**config.mk**
```make
export PLATFORM = sky130hd
export DESIGN_NAME = mem_access_ctrl
export DESIGN_NICKNAME = d
export VERILOG_FILES = /design/src/rtl/mem_pkg.sv /design/src/rtl/load_extend.sv /design/src/rtl/mem_access_ctrl.sv
export SDC_FILE = /design/constraint.sdc
export NUM_CORES = 1
export LEC_CHECK = 0
export ABC_AREA = 1
export BUFFER_PORTS_ARGS = -buffer_cell sky130_fd_sc_hd__buf_2
export CAP_MARGIN = 10
export CORE_UTILIZATION = 43
export DETAILED_ROUTE_END_ITERATION = 7
export HOLD_SLACK_MARGIN = 0.12
export PLACE_DENSITY = 0.73
export SYNTH_ARGS = -nofsm -noshare
export SYNTH_HDL_FRONTEND = slang
export SYNTH_SLANG_ARGS = --single-unit
export TNS_END_PERCENT = 30
```
**constraint.sdc**
```tcl
create_clock -name clk -period 1.5 [get_ports clk]
set_input_delay 0.225 -clock clk [delete_from_list [all_inputs] [get_ports clk]]
set_output_delay 0.225 -clock clk [all_outputs]
set_load 0.02 [all_outputs]
```
**src/rtl/mem_pkg.sv**
```systemverilog
// ---------------------------------------------------------------------------
// mem_pkg
// Shared definitions for the MEM-stage data-memory access controller:
// datapath widths, RV64I load/store funct3 encodings, the access FSM state
// type and a helper that turns an access size into a byte-enable mask.
// ---------------------------------------------------------------------------
package mem_pkg;

  localparam int XLEN   = 64;
  localparam int STRB_W = XLEN / 8;

  // funct3 encodings; stores reuse the low four (SB/SH/SW/SD).
  localparam logic [2:0] F3_B  = 3'b000;
  localparam logic [2:0] F3_H  = 3'b001;
  localparam logic [2:0] F3_W  = 3'b010;
  localparam logic [2:0] F3_D  = 3'b011;
  localparam logic [2:0] F3_BU = 3'b100;
  localparam logic [2:0] F3_HU = 3'b101;
  localparam logic [2:0] F3_WU = 3'b110;

  typedef enum logic [1:0] {
    IDLE = 2'd0,
    REQ  = 2'd1,
    RSP  = 2'd2,
    DONE = 2'd3
  } state_t;

  // funct3[1:0] is log2 of the access size in bytes.
  function automatic logic [7:0] size_mask(input logic [1:0] size);
    logic [7:0] mask;
    unique case (size)
      2'b00:   mask = 8'h01;
      2'b01:   mask = 8'h03;
      2'b10:   mask = 8'h0F;
      default: mask = 8'hFF;
    endcase
    return mask;
  endfunction

endpackage

```
**src/rtl/load_extend.sv**
```systemverilog
// ---------------------------------------------------------------------------
// load_extend
// Combinational load alignment: shifts the read doubleword right by the byte
// offset, then sign- or zero-extends the low byte/half/word per funct3.
// Ports:
//   rdata  in  XLEN  doubleword returned by data memory
//   offset in  3     byte offset of the access within the doubleword
//   funct3 in  3     load size/sign
//   data   out XLEN  extended load value
// ---------------------------------------------------------------------------
module load_extend #(
  parameter int XLEN = 64
) (
  input  logic [XLEN-1:0] rdata,
  input  logic [2:0]      offset,
  input  logic [2:0]      funct3,
  output logic [XLEN-1:0] data
);
  import mem_pkg::*;

  logic [XLEN-1:0] w_shifted;

  assign w_shifted = rdata >> {offset, 3'b000};

  // NOTE: every output of a combinational block is assigned on all paths
  // (here via a full case with default) so no latch is inferred.
  always_comb begin
    unique case (funct3)
      F3_B:    data = {{(XLEN-8){w_shifted[7]}},   w_shifted[7:0]};
      F3_H:    data = {{(XLEN-16){w_shifted[15]}}, w_shifted[15:0]};
      F3_W:    data = {{(XLEN-32){w_shifted[31]}}, w_shifted[31:0]};
      F3_BU:   data = {{(XLEN-8){1'b0}},           w_shifted[7:0]};
      F3_HU:   data = {{(XLEN-16){1'b0}},          w_shifted[15:0]};
      F3_WU:   data = {{(XLEN-32){1'b0}},          w_shifted[31:0]};
      default: data = w_shifted;
    endcase
  end

endmodule

```
**src/rtl/mem_access_ctrl.sv**
```systemverilog
// ---------------------------------------------------------------------------
// mem_access_ctrl
// MEM-stage data-memory access controller for the RV64I pipeline. Turns a
// load/store in the EX/MEM register into one request on a valid/ready
// channel, waits for the valid-only read response on loads, and stalls the
// pipeline until the access completes. Misaligned or illegal accesses raise
// mem_exc and issue nothing.
// Ports:
//   clk, rstn                 clock, async active-low reset
//   memread_mem/memwrite_mem  load/store present in MEM (both = store)
//   funct3_mem                access size/sign
//   aluresult_mem             byte address
//   forwardBout_mem           store data, LSB-aligned
//   dmem_req_*                request channel (valid/ready, we, addr, wdata, wstrb)
//   dmem_rsp_valid/rdata      read response
//   mem_stall                 freeze PC/IF/ID/EX/MEM registers
//   loaddata_mem              extended load result (held until next load)
//   mem_exc                   misaligned/illegal access flag
// ---------------------------------------------------------------------------
module mem_access_ctrl #(
  parameter int XLEN   = 64,
  parameter int STRB_W = 8
) (
  input  logic              clk,
  input  logic              rstn,
  input  logic              memread_mem,
  input  logic              memwrite_mem,
  input  logic [2:0]        funct3_mem,
  input  logic [XLEN-1:0]   aluresult_mem,
  input  logic [XLEN-1:0]   forwardBout_mem,
  output logic              dmem_req_valid,
  input  logic              dmem_req_ready,
  output logic              dmem_req_we,
  output logic [XLEN-1:0]   dmem_req_addr,
  output logic [XLEN-1:0]   dmem_req_wdata,
  output logic [STRB_W-1:0] dmem_req_wstrb,
  input  logic              dmem_rsp_valid,
  input  logic [XLEN-1:0]   dmem_rsp_rdata,
  output logic              mem_stall,
  output logic [XLEN-1:0]   loaddata_mem,
  output logic              mem_exc
);
  import mem_pkg::*;

  state_t            r_state;
  logic              r_req_valid;
  logic              r_req_we;
  logic [XLEN-1:0]   r_req_addr;
  logic [XLEN-1:0]   r_req_wdata;
  logic [STRB_W-1:0] r_req_wstrb;
  logic [2:0]        r_funct3;
  logic [2:0]        r_offset;
  logic [XLEN-1:0]   r_loaddata;

  logic              w_acc;
  logic              w_illegal;
  logic              w_misaligned;
  logic              w_start;
  logic [XLEN-1:0]   w_ext;

  assign w_acc = memread_mem | memwrite_mem;

  // A simultaneous read+write is a store, so store legality applies.
  assign w_illegal = memwrite_mem ? funct3_mem[2] : (funct3_mem == 3'b111);

  always_comb begin
    w_misaligned = 1'b0;
    unique case (funct3_mem[1:0])
      2'b01:   w_misaligned = aluresult_mem[0];
      2'b10:   w_misaligned = |aluresult_mem[1:0];
      2'b11:   w_misaligned = |aluresult_mem[2:0];
      default: w_misaligned = 1'b0;
    endcase
  end

  assign mem_exc   = (r_state == IDLE) & w_acc & (w_illegal | w_misaligned);
  assign w_start   = (r_state == IDLE) & w_acc & ~mem_exc;
  // DONE deliberately drops the stall so EX/MEM advances by exactly one.
  assign mem_stall = w_start | (r_state == REQ) | (r_state == RSP);

  load_extend #(.XLEN(XLEN)) u_load_extend (
    .rdata  (dmem_rsp_rdata),
    .offset (r_offset),
    .funct3 (r_funct3),
    .data   (w_ext)
  );

  // NOTE: sequential state uses non-blocking assignments only, so every
  // register samples pre-edge values regardless of statement order.
  always_ff @(posedge clk or negedge rstn) begin
    if (!rstn) begin
      r_state     <= IDLE;
      r_req_valid <= 1'b0;
      r_req_we    <= 1'b0;
      r_req_addr  <= '0;
      r_req_wdata <= '0;
      r_req_wstrb <= '0;
      r_funct3    <= '0;
      r_offset    <= '0;
      r_loaddata  <= '0;
    end else begin
      unique case (r_state)
        IDLE: begin
          if (w_start) begin
            r_req_valid <= 1'b1;
            r_req_we    <= memwrite_mem;
            r_req_addr  <= {aluresult_mem[XLEN-1:3], 3'b000};
            r_req_wdata <= forwardBout_mem << {aluresult_mem[2:0], 3'b000};
            r_req_wstrb <= size_mask(funct3_mem[1:0]) << aluresult_mem[2:0];
            r_funct3    <= funct3_mem;
            r_offset    <= aluresult_mem[2:0];
            r_state     <= REQ;
          end
        end
        REQ: begin
          // Request fields stay frozen until the handshake; stores are
          // posted and skip the response phase.
          if (dmem_req_ready) begin
            r_req_valid <= 1'b0;
            r_state     <= r_req_we ? DONE : RSP;
          end
        end
        RSP: begin
          if (dmem_rsp_valid) begin
            r_loaddata <= w_ext;
            r_state    <= DONE;
          end
        end
        default: r_state <= IDLE;
      endcase
    end
  end

  assign dmem_req_valid = r_req_valid;
  assign dmem_req_we    = r_req_we;
  assign dmem_req_addr  = r_req_addr;
  assign dmem_req_wdata = r_req_wdata;
  assign dmem_req_wstrb = r_req_wstrb;
  assign loaddata_mem   = r_loaddata;

endmodule

```
# == Word level (Yosys, flattened, before mapping) ==
# Cells that the tools add are included.
# word_totals
ff_bits,207
input_bits,201
output_inout_bits,204
wordCells,58
# op_classes
n_eq_ne,14
shifts,3
muxes,14
bitwise,8
n_reduce_logical,10
# ops
cell,n
$pmux 64 s6,1
$shl 64x6->64,1
$shr 64x6->64,1
$pmux 8 s3,1
$mux 8,2
$eq 3x3->1 const B,4
$shl 8x3->8,1
$eq 2x2->1 const B,3
$mux 2,3
$ne 2x2->1 const B,3
$pmux 2 s3,1
$reduce_and 3->1,2
$eq 2x1->1 const B,2
$logic_not 2->1,2
$mux 1,4
$or 1x1->1,4
$reduce_and 2->1,2
$and 1x1->1,3
$eq 3x1->1 const B,1
$eq 3x2->1 const B,1
$logic_not 3->1,1
$pmux 1 s3,1
$reduce_or 3->1,1
$pmux 1 s2,1
3 further kinds,3

# == Logic depth before layout (Yosys ltp) ==
# Gate-level depths: netlist of run 1.
# depth
depth_word,9
mapped_depth,12
ltp_nobuf,9

# == By module ==
# From an unflattened synthesis of run 1, not the netlist that was laid out.
# unflattened
cells_unflattened,1571
hier_area_um2,12021.5
# modules_own_cells
mod,instances,cells_per_inst,area_each_um2,seq_area_each_um2
mem_access_ctrl,1,1079,9566.7,5180.0
load_extend,1,492,2454.9,0.0

# == Worst setup path before layout of run 1 ==
# Ideal clock, no wire load.
# synth_path
kind,register to output
start,register r_state[0]
end,output port mem_stall
arrival_time_ns,1.480
t_required_ns,1.275
setup_slack_ns,-0.205
path_stages_with_launch,9
path_buffers,2
cell_sequence,dfrtp_1 -> inv_1 -> ha_1 -> inv_1 -> nor2_1 -> nand3_2 -> buf_2 -> buf_2 -> nand2_1
# synth_between
elab_chain_len,7
elab_cells_between_ends,9
classes_between,eq/ne (2); bitwise (6); reduce/logical (1)
# synth_lines
item,line_no,source
from (decl),mem_access_ctrl.sv:45,state_t r_state;
from (signal assigned),mem_access_ctrl.sv:120,r_state <= r_req_we ? DONE : RSP;
$logic_not 2->1,"mem_access_ctrl.sv:76, mem_access_ctrl.sv:77",
$and 1x1->1,"mem_access_ctrl.sv:76, mem_access_ctrl.sv:77",
$and 1x1->1,mem_access_ctrl.sv:76,assign mem_exc = (r_state == IDLE) & w_acc & (w_illegal | w_misaligned);
$not 1->1,mem_access_ctrl.sv:77,assign w_start = (r_state == IDLE) & w_acc & ~mem_exc;
$and 1x1->1,mem_access_ctrl.sv:77,
$or 1x1->1,mem_access_ctrl.sv:79,assign mem_stall = w_start | (r_state == REQ) | (r_state == RSP);
$or 1x1->1 (*),mem_access_ctrl.sv:79,
to (decl),mem_access_ctrl.sv:39,"output logic mem_stall,"
# Mark *: on every way between the ends. The rest lies on a longest branch, timed or not.

# == Worst setup path after layout of run 1 ==
# layout_path
start,register r_offset[0]
end,register r_loaddata[59] (netlist: loaddata_mem[59])
# layout_between
elab_chain_len,2
# layout_lines
item,line_no,source
from (decl),mem_access_ctrl.sv:52,logic [2:0] r_offset;
from (signal assigned),mem_access_ctrl.sv:111,r_offset <= aluresult_mem[2:0];
$shr 64x6->64,load_extend.sv:23,"assign w_shifted = rdata >> {offset, 3'b000};"
$pmux 64 s6,load_extend.sv:28,unique case (funct3)
to (signal assigned),mem_access_ctrl.sv:125,r_loaddata <= w_ext;
to (decl),mem_access_ctrl.sv:53,logic [XLEN-1:0] r_loaddata;
# Every way passes these cells.
# A chain may end at the register's enable or synchronous reset.

==> results of run 1 <==
-- what timing repair did --
item / CTS / global route
pin swaps: 21 / 38
gates cloned: 12 / 2
buffers inserted: 15 / 11
hold buffers: 84 / 0
endpoints found under the setup margin: 209 / 209
resized for setup: 199 / 147
hold endpoints to repair: 294 / 0
-- power groups by stage --
| stage | Clock, mW | Combinational [mW] | Sequential, mW |
|---|---|---|---|
| after floorplan | 0 | 7.47 | 12.6 |
| after global placement | 0 | 17.1 | 9.75 |
| after detailed placement | 0 | 17.4 | 9.81 |
| after CTS | 6.62 | 20.6 | 9.79 |
| after global routing | 6.82 | 23.8 | 10.2 |
| final | 6.56 | 22.4 | 9.93 |
-- worst paths after layout --
path                              startpoint                end  slack (ps)  cells after the start
min in group asynchronous               rstn   loaddata_mem[56]         130                      2
min                        dmem_rsp_rdata[7]    loaddata_mem[7]         120                      5
max reg2reg                      r_offset[0]   loaddata_mem[59]        -430                     11
max                              r_offset[0]   loaddata_mem[59]        -430                     11
max in group asynchronous               rstn    loaddata_mem[7]         720                      3
min reg2reg                dmem_req_addr[56]  dmem_req_addr[56]         470                      2
-- synthesized netlist by cell type (all sizes together) --
library cell  number  share of area, %
ha                 4              0.44
o31ai             22               1.4
o21bai             2              0.13
a22oi              8              0.53
nor2             161               5.5
buf               70               3.4
a21oi             65               2.9
nor3               2             0.088
o21a               8              0.53
dfrtp            207                45
mux2i              3              0.26
a31oi              8              0.44
clkinv             2             0.066
and2               3              0.16
or2               22               1.2
nand3            104               4.7
o21ai            165               7.3
nand4              5              0.27
a21boi             1             0.066
conb               1             0.033
clkbuf            46               1.5
nand2            670                22
o211ai             8              0.53
inv               34               1.1
-- logic make-up after synthesis --
group / share of synthesized area (%)
AO/OA/AOI/OAI: 13.80
adder cells (fa/ha/maj): 0.4390
buffers and inverters: 6.091
flip-flops: 45.44
multiplexers: 0.2634
other: 0.03290
AND/OR/NAND/NOR: 33.94
-- metrics by stage --
stage	instances	total power, mW	setup TNS [ps]	area [um^2]
global placement	2406	26.86	-27890	14790
global route	2573	40.82	-58190	18110
CTS	2561	37.06	-28790	17530
detailed placement	2406	27.16	-33580	14790
floorplan	1623	20.11	-1963	11470
finish	2575	38.85	-40760	18110
-- registers in the layout (all words and copies together) (netlist names) --
signal          flops
dmem_req_addr      61
dmem_req_valid      1
dmem_req_wdata     64
dmem_req_we         1
dmem_req_wstrb      8
loaddata_mem       64
r_funct3            3
r_offset            3
r_state             2
-- area by class of cell --
cell class	instances	area [um^2]	area share, %
tap	335	419.2	2.314
antenna	5	12.51	0.06907
multi-input combinational	1264	6431	35.50
clock buffer	29	629.4	3.474
inverter	36	162.7	0.8979
sequential	207	5181	28.60
clock inverter	15	241.5	1.333
timing repair buffer	682	5024	27.73
timing repair inverter	2	13.76	0.07598
-- layer usage --
layer	track usage [%]	share of wire [%]	vias up
met2	58.58	48	903
met5	0	0.055	-
met3	7.685	9.7	269
met4	20.73	6.9	4
li1	-	-	6441
met1	39.64	35	6665
-- tightest hold or removal path, stage by stage --
cell and delay (ps):
sky130_fd_sc_hd__buf_2 110, sky130_fd_sc_hd__nand2_2 50, sky130_fd_sc_hd__nand3_2 60, sky130_fd_sc_hd__nand3_2 70, sky130_fd_sc_hd__a31oi_1 90
==> flow_summary.rst, run 1 <==
.. list-table::
   :header-rows: 1

   * - Metric
     - Value
   * - Maximum number of pins on one net before global-route repair
     - 57
   * - Mean instance size in the synthesized netlist
     - 7.033 um^2
   * - Sum of net half-perimeters after detailed placement
     - 32,060 um
   * - TritonCTS clock tree
     - done
   * - Path category of the worst min-delay check
     - input pin to register
   * - H-tree level count
     - 1
   * - Violations in the final reports
     - negative setup slack
   * - DRC
     - 0
   * - Number of DRC violations after detailed-routing iteration 0
     - 1,506
   * - Die outline width
     - 164.8 um
   * - Post-Synthesis Cells
     - 1,621
   * - WL/cell
     - 19.09 um
   * - Syn-to-layout area delta
     - 58.91%
   * - Clock Tree Root
     - sky130_fd_sc_hd__clkbuf_16
   * - Internal portion of total power
     - 20.89 mW
   * - Clock buffers created by TritonCTS
     - 24
   * - Type of the setup path with the least slack
     - register to register
   * - Number of vias after detailed routing
     - 14,280
   * - Data required, critical path
     - 1920 ps
   * - Unrepaired setup endpoints after global routing
     - yes
   * - Biggest cell delay along the critical path
     - 490 ps
   * - Status
     - finished with violations
   * - Maximum clock frequency
     - 518.8 MHz
   * - Startpoint type of the worst setup path
     - register
   * - Share of synthesized area occupied by flip-flops and latches
     - 45.44%
   * - Initial standard-cell utilization of the core
     - 43.75%
   * - Clock Pin Slew Worst Setup and Hold Paths
     - 60 ps
   * - Clock Latency Late Sink
     - 530 ps
   * - # Max-Cap Violations
     - 0
   * - Pwr per Cell Area
     - 2145 nW/um^2
   * - Data arrival time of the worst path
     - 2350 ps
   * - Vert. Die Dim
     - 164.8 um
   * - Global-route wire length before repair
     - 72,070 um
   * - CP Cell Sequence
     - clkinvlp_4 > nand2_2 > nand3_2 > nand3_2 > nand2_2 > nand2_2 > buf_6 > nand3_4 > buf_12 > nor2_4 > nor2_1
   * - Number of clock sinks seen by CTS
     - 207
   * - Sequential share of power
     - 25.6%
   * - Overflow after GRT
     - 0
   * - Leading cell types in the layout, fill and taps excluded
     - sky130_fd_sc_hd__nand2_1, sky130_fd_sc_hd__buf_2, sky130_fd_sc_hd__dfrtp_1
   * - Fraction of final layout cells sized beyond drive strength 1
     - 38.43%
   * - Shortest period the worst path allows
     - 1927 ps
   * - Comb power frac
     - 57.5%
   * - Cell area after technology mapping
     - 11,400 um^2
   * - Port Buffers
     - 401
   * - Number of global-route vias before repair
     - 13,760
   * - Number of nets in the finished design
     - 2,422
   * - Net switching power of the design
     - 17.96 mW
   * - Portion of total power attributed to the clock network
     - 16.9%
   * - Antenna violations before repair
     - 8
   * - Transition time of the tightest slew-check pin
     - 513.1 ps
   * - Switching share of total power
     - 46.24%
   * - Number of max-slew violations in the final report
     - 0
   * - Core Footprint
     - 26,060 um^2
   * - Buffer levels on the longest clock path
     - 3
   * - DRT Pass-1 Iters
     - 6
   * - Synth unique cells
     - 36
   * - Yosys warning count
     - 0
   * - Count of state elements after synthesis
     - 207
   * - Number of failing setup endpoints in the final timing report
     - 208
   * - Post-route clock period utilization
     - 128.5%
   * - ANT nets after route
     - 0
   * - Ports
     - 405
   * - Worst-case vdd ir drop
     - 1.664 mV
   * - Final Routed Wirelength
     - 49,150 um
   * - Core utilization of the finished layout
     - 69.52%
   * - Most common cell after layout, fill and taps aside
     - sky130_fd_sc_hd__nand2_1
   * - Row cnt
     - 59
   * - Layout fillers
     - 2,015
   * - Crit path capture type
     - register
   * - WP buf/inv
     - 3
   * - Cell repeated most along the worst path
     - sky130_fd_sc_hd__nand2_2
   * - Routability congestion estimate
     - 0.9373
   * - Largest delay contributor family on the critical path
     - simple AND/OR/NAND/NOR gates
   * - Clock skew
     - 9.806 ps
   * - Leakage power of the design
     - 9.285 nW
   * - Hold violation count in the final report
     - 0
   * - Floorplan die area
     - 27,170 um^2
   * - CP max stage cell
     - sky130_fd_sc_hd__dfrtp_2
   * - All-layer global routing usage
     - 34.50%
   * - Setup ws final
     - -427.4 ps
   * - Worst Path Max Fanout
     - 7
   * - Hold_ws
     - 122.6 ps
   * - Avg Vias per Cell
     - 5.546
   * - Worst Setup Slack post-DPL
     - -298.8 ps
   * - Relative max-transition margin
     - 65.79%
Note: power is estimated with default switching activity, not from simulation.
==> run 2: changes to the inputs <==
--- a/config.mk
+++ b/config.mk
@@ -10,6 +10,7 @@
 export CAP_MARGIN = 10
 export CORE_UTILIZATION = 43
 export DETAILED_ROUTE_END_ITERATION = 7
+export GPL_TIMING_DRIVEN = 0
 export HOLD_SLACK_MARGIN = 0.12
 export PLACE_DENSITY = 0.73
 export SYNTH_ARGS = -nofsm -noshare
==> flow_summary.rst, run 2 (synthesized netlist as in run 1, its figures left out) <==
.. list-table::
   :header-rows: 1

   * - Metric
     - Value
   * - Placed insts
     - 2,359
   * - Layout fillers
     - 2,224
   * - Met1 Use GR
     - 44.68%
   * - Overflow after GRT
     - 0
   * - Row cnt
     - 59
   * - Relative max-transition margin
     - 37.36%
   * - Non-Filler Cell Area, Final
     - 17,370 um^2
   * - Status
     - finished with violations
   * - Global-route layer with the greatest usage
     - met2
   * - CP max stage cell
     - sky130_fd_sc_hd__dfrtp_1
   * - Number of failing setup endpoints in the final timing report
     - 209
   * - Routability congestion estimate
     - 1.005
   * - Worst Path Max Fanout
     - 2
   * - Die outline width
     - 164.8 um
   * - Biggest cell delay along the critical path
     - 400 ps
   * - Worst Setup Slack post-DPL
     - -613.0 ps
   * - Violations in the final reports
     - negative setup slack
   * - CP Cell Sequence
     - inv_2 > ha_4 > inv_2 > nor2_4 > nand3_4 > buf_8 > buf_8 > nand2_4 > buf_6
   * - M2 GR Usage
     - 63.16%
   * - Startpoint type of the worst setup path
     - register
   * - Antenna violations before repair
     - 1
   * - Count of cells along the worst register-to-register path
     - 11
   * - Most common cell after layout, fill and taps aside
     - sky130_fd_sc_hd__nand2_1
   * - Number of clock sinks seen by CTS
     - 207
   * - Setup ws final
     - -542.2 ps
   * - Maximum clock frequency
     - 489.7 MHz
   * - Crit path capture type
     - output pin
   * - Number of global-route vias before repair
     - 13,730
   * - Clock Pin Slew Worst Setup and Hold Paths
     - 60 ps
   * - Ports
     - 405
   * - DRC
     - 0
   * - Global-route wire length before repair
     - 76,950 um
   * - Clock skew
     - 8.813 ps
   * - Hold violation count in the final report
     - 0
   * - Number of max-slew violations in the final report
     - 0
   * - TritonCTS clock tree
     - done
   * - H-tree level count
     - 1
   * - Overall Power
     - 37.25 mW
   * - Path category of the worst min-delay check
     - input pin to register
   * - Number of nets in the finished design
     - 2,387
   * - Cell area reported after detailed placement
     - 13,950 um^2
   * - Unrepaired setup endpoints after global routing
     - yes
   * - Avg Vias per Cell
     - 5.486
   * - ANT nets after route
     - 0
   * - Worst-case vdd ir drop
     - 1.629 mV
   * - WL/cell
     - 20.64 um
   * - Leading cell types in the layout, fill and taps excluded
     - sky130_fd_sc_hd__nand2_1, sky130_fd_sc_hd__buf_2, sky130_fd_sc_hd__dfrtp_1
   * - Shortest period the worst path allows
     - 2042 ps
   * - Non-filler instance count after layout
     - 2,536
   * - Number of DRC violations after detailed-routing iteration 0
     - 1,349
   * - Number of vias after detailed routing
     - 13,910
   * - Clock buffers created by TritonCTS
     - 24
   * - All-layer global routing usage
     - 37.75%
   * - Maximum number of pins on one net before global-route repair
     - 102
   * - Met3 routing resource usage after global routing
     - 7.007%
   * - Port Buffers
     - 399
   * - Pwr per Cell Area
     - 2144 nW/um^2
   * - Data arrival time of the worst path
     - 1820 ps
   * - Final sum of negative setup slack
     - -47,000 ps
   * - Floorplan die area
     - 27,170 um^2
   * - DRT Pass-1 Iters
     - 6
   * - Transition time of the tightest slew-check pin
     - 939.6 ps
   * - Type of the setup path with the least slack
     - register to output pin
   * - Worst Hold Depth
     - 5
   * - Final Routed Wirelength
     - 52,340 um
   * - Core Footprint
     - 26,060 um^2
   * - Clock Latency Late Sink
     - 540 ps
   * - Area occupied by multi-input gates
     - 6262 um^2
   * - Buffer levels on the longest clock path
     - 3
   * - Syn-to-layout area delta
     - 52.41%
   * - Initial standard-cell utilization of the core
     - 43.75%
   * - Clock Tree Root
     - sky130_fd_sc_hd__clkbuf_16
   * - Storage element area
     - 5180 um^2
   * - Post-route clock period utilization
     - 136.1%
   * - Fraction of final layout cells sized beyond drive strength 1
     - 34.41%
   * - # Max-Cap Violations
     - 0
   * - Sum of net half-perimeters after detailed placement
     - 37,430 um
   * - Leakage power of the design
     - 8.980 nW
   * - Vert. Die Dim
     - 164.8 um
   * - Data required, critical path
     - 1270 ps
run 2: changes by cell type in the layout (fill, tap and decap cells not counted), sizes merged:
cell / delta
inv: +1
buf: -80
bufbuf: +4
dlygate4sd3: -1
clkinvlp: +1
clkinv: -1
diode: -4
clkbuf: +44
bufinv: -3
run 2: layout make-up:
type | instances | share of cell area (%)
Multi-Input combinational cell | 1264 | 36.04
Sequential cell | 207 | 29.81
Timing Repair Buffer | 533 | 20.45
Buffer | 116 | 5.509
Clock buffer | 29 | 3.795
Tap cell | 335 | 2.412
Clock inverter | 15 | 1.015
Inverter | 36 | 0.9434
Antenna cell | 1 | 0.01440
run 2: routing by layer:
| layer | share of wire (%) | wire [um] |
|---|---|---|
| met5 | 0 | 0 |
| met4 | 7.0 | 3670 |
| met3 | 8.6 | 4476 |
| met2 | 48 | 24960 |
| met1 | 37 | 19240 |
run 2: critical path: cells and delay by family, from the launching register on:
| family | cells | cell delay, ps |
|---|---|---|
| fa+ha+maj | 1 | 130 |
| flops | 1 | 400 |
| simple gates | 3 | 240 |
| buf+inv | 5 | 500 |
run 2: repair_timing:
action / 4_1_cts / 5_1_grt
endpoints found under the setup margin: 209 / 236
hold buffers: 83 / 0
pin swaps: 19 / 12
gates resized for setup: 270 / 134
endpoints found under the hold margin: 225 / 0
setup buffers: 24 / 12
gates cloned: 11 / 2
run 2: worst paths after layout:
check,end,from,slack (ps)
worst max-delay path,mem_stall,r_state[0],-540
worst min-delay path,loaddata_mem[4],dmem_rsp_rdata[12],130
worst max register to register,dmem_req_wdata[22],r_state[0],-390
worst min register to register,dmem_req_addr[57],dmem_req_addr[57],480
max in group asynchronous,dmem_req_wdata[15],rstn,240
min in group asynchronous,loaddata_mem[35],rstn,150
run 2: power by group:
group	switching, mW	total [mW]	leakage, nW	internal, mW
Clock	2.58	6.25	0.408	3.67
Combinational	13.4	21.1	6.02	7.68
Sequential	1.73	9.92	2.55	8.19
Total	17.7	37.2	8.98	19.5
run 2: through the flow:
step,hold WS [ps],utilization (%)
after detailed placement,126.4,53.55
after floorplan,-70.59,-
after global routing,147.9,66.67
final,129.8,66.67
after global placement,417.9,53.30
after CTS,123.1,64.89
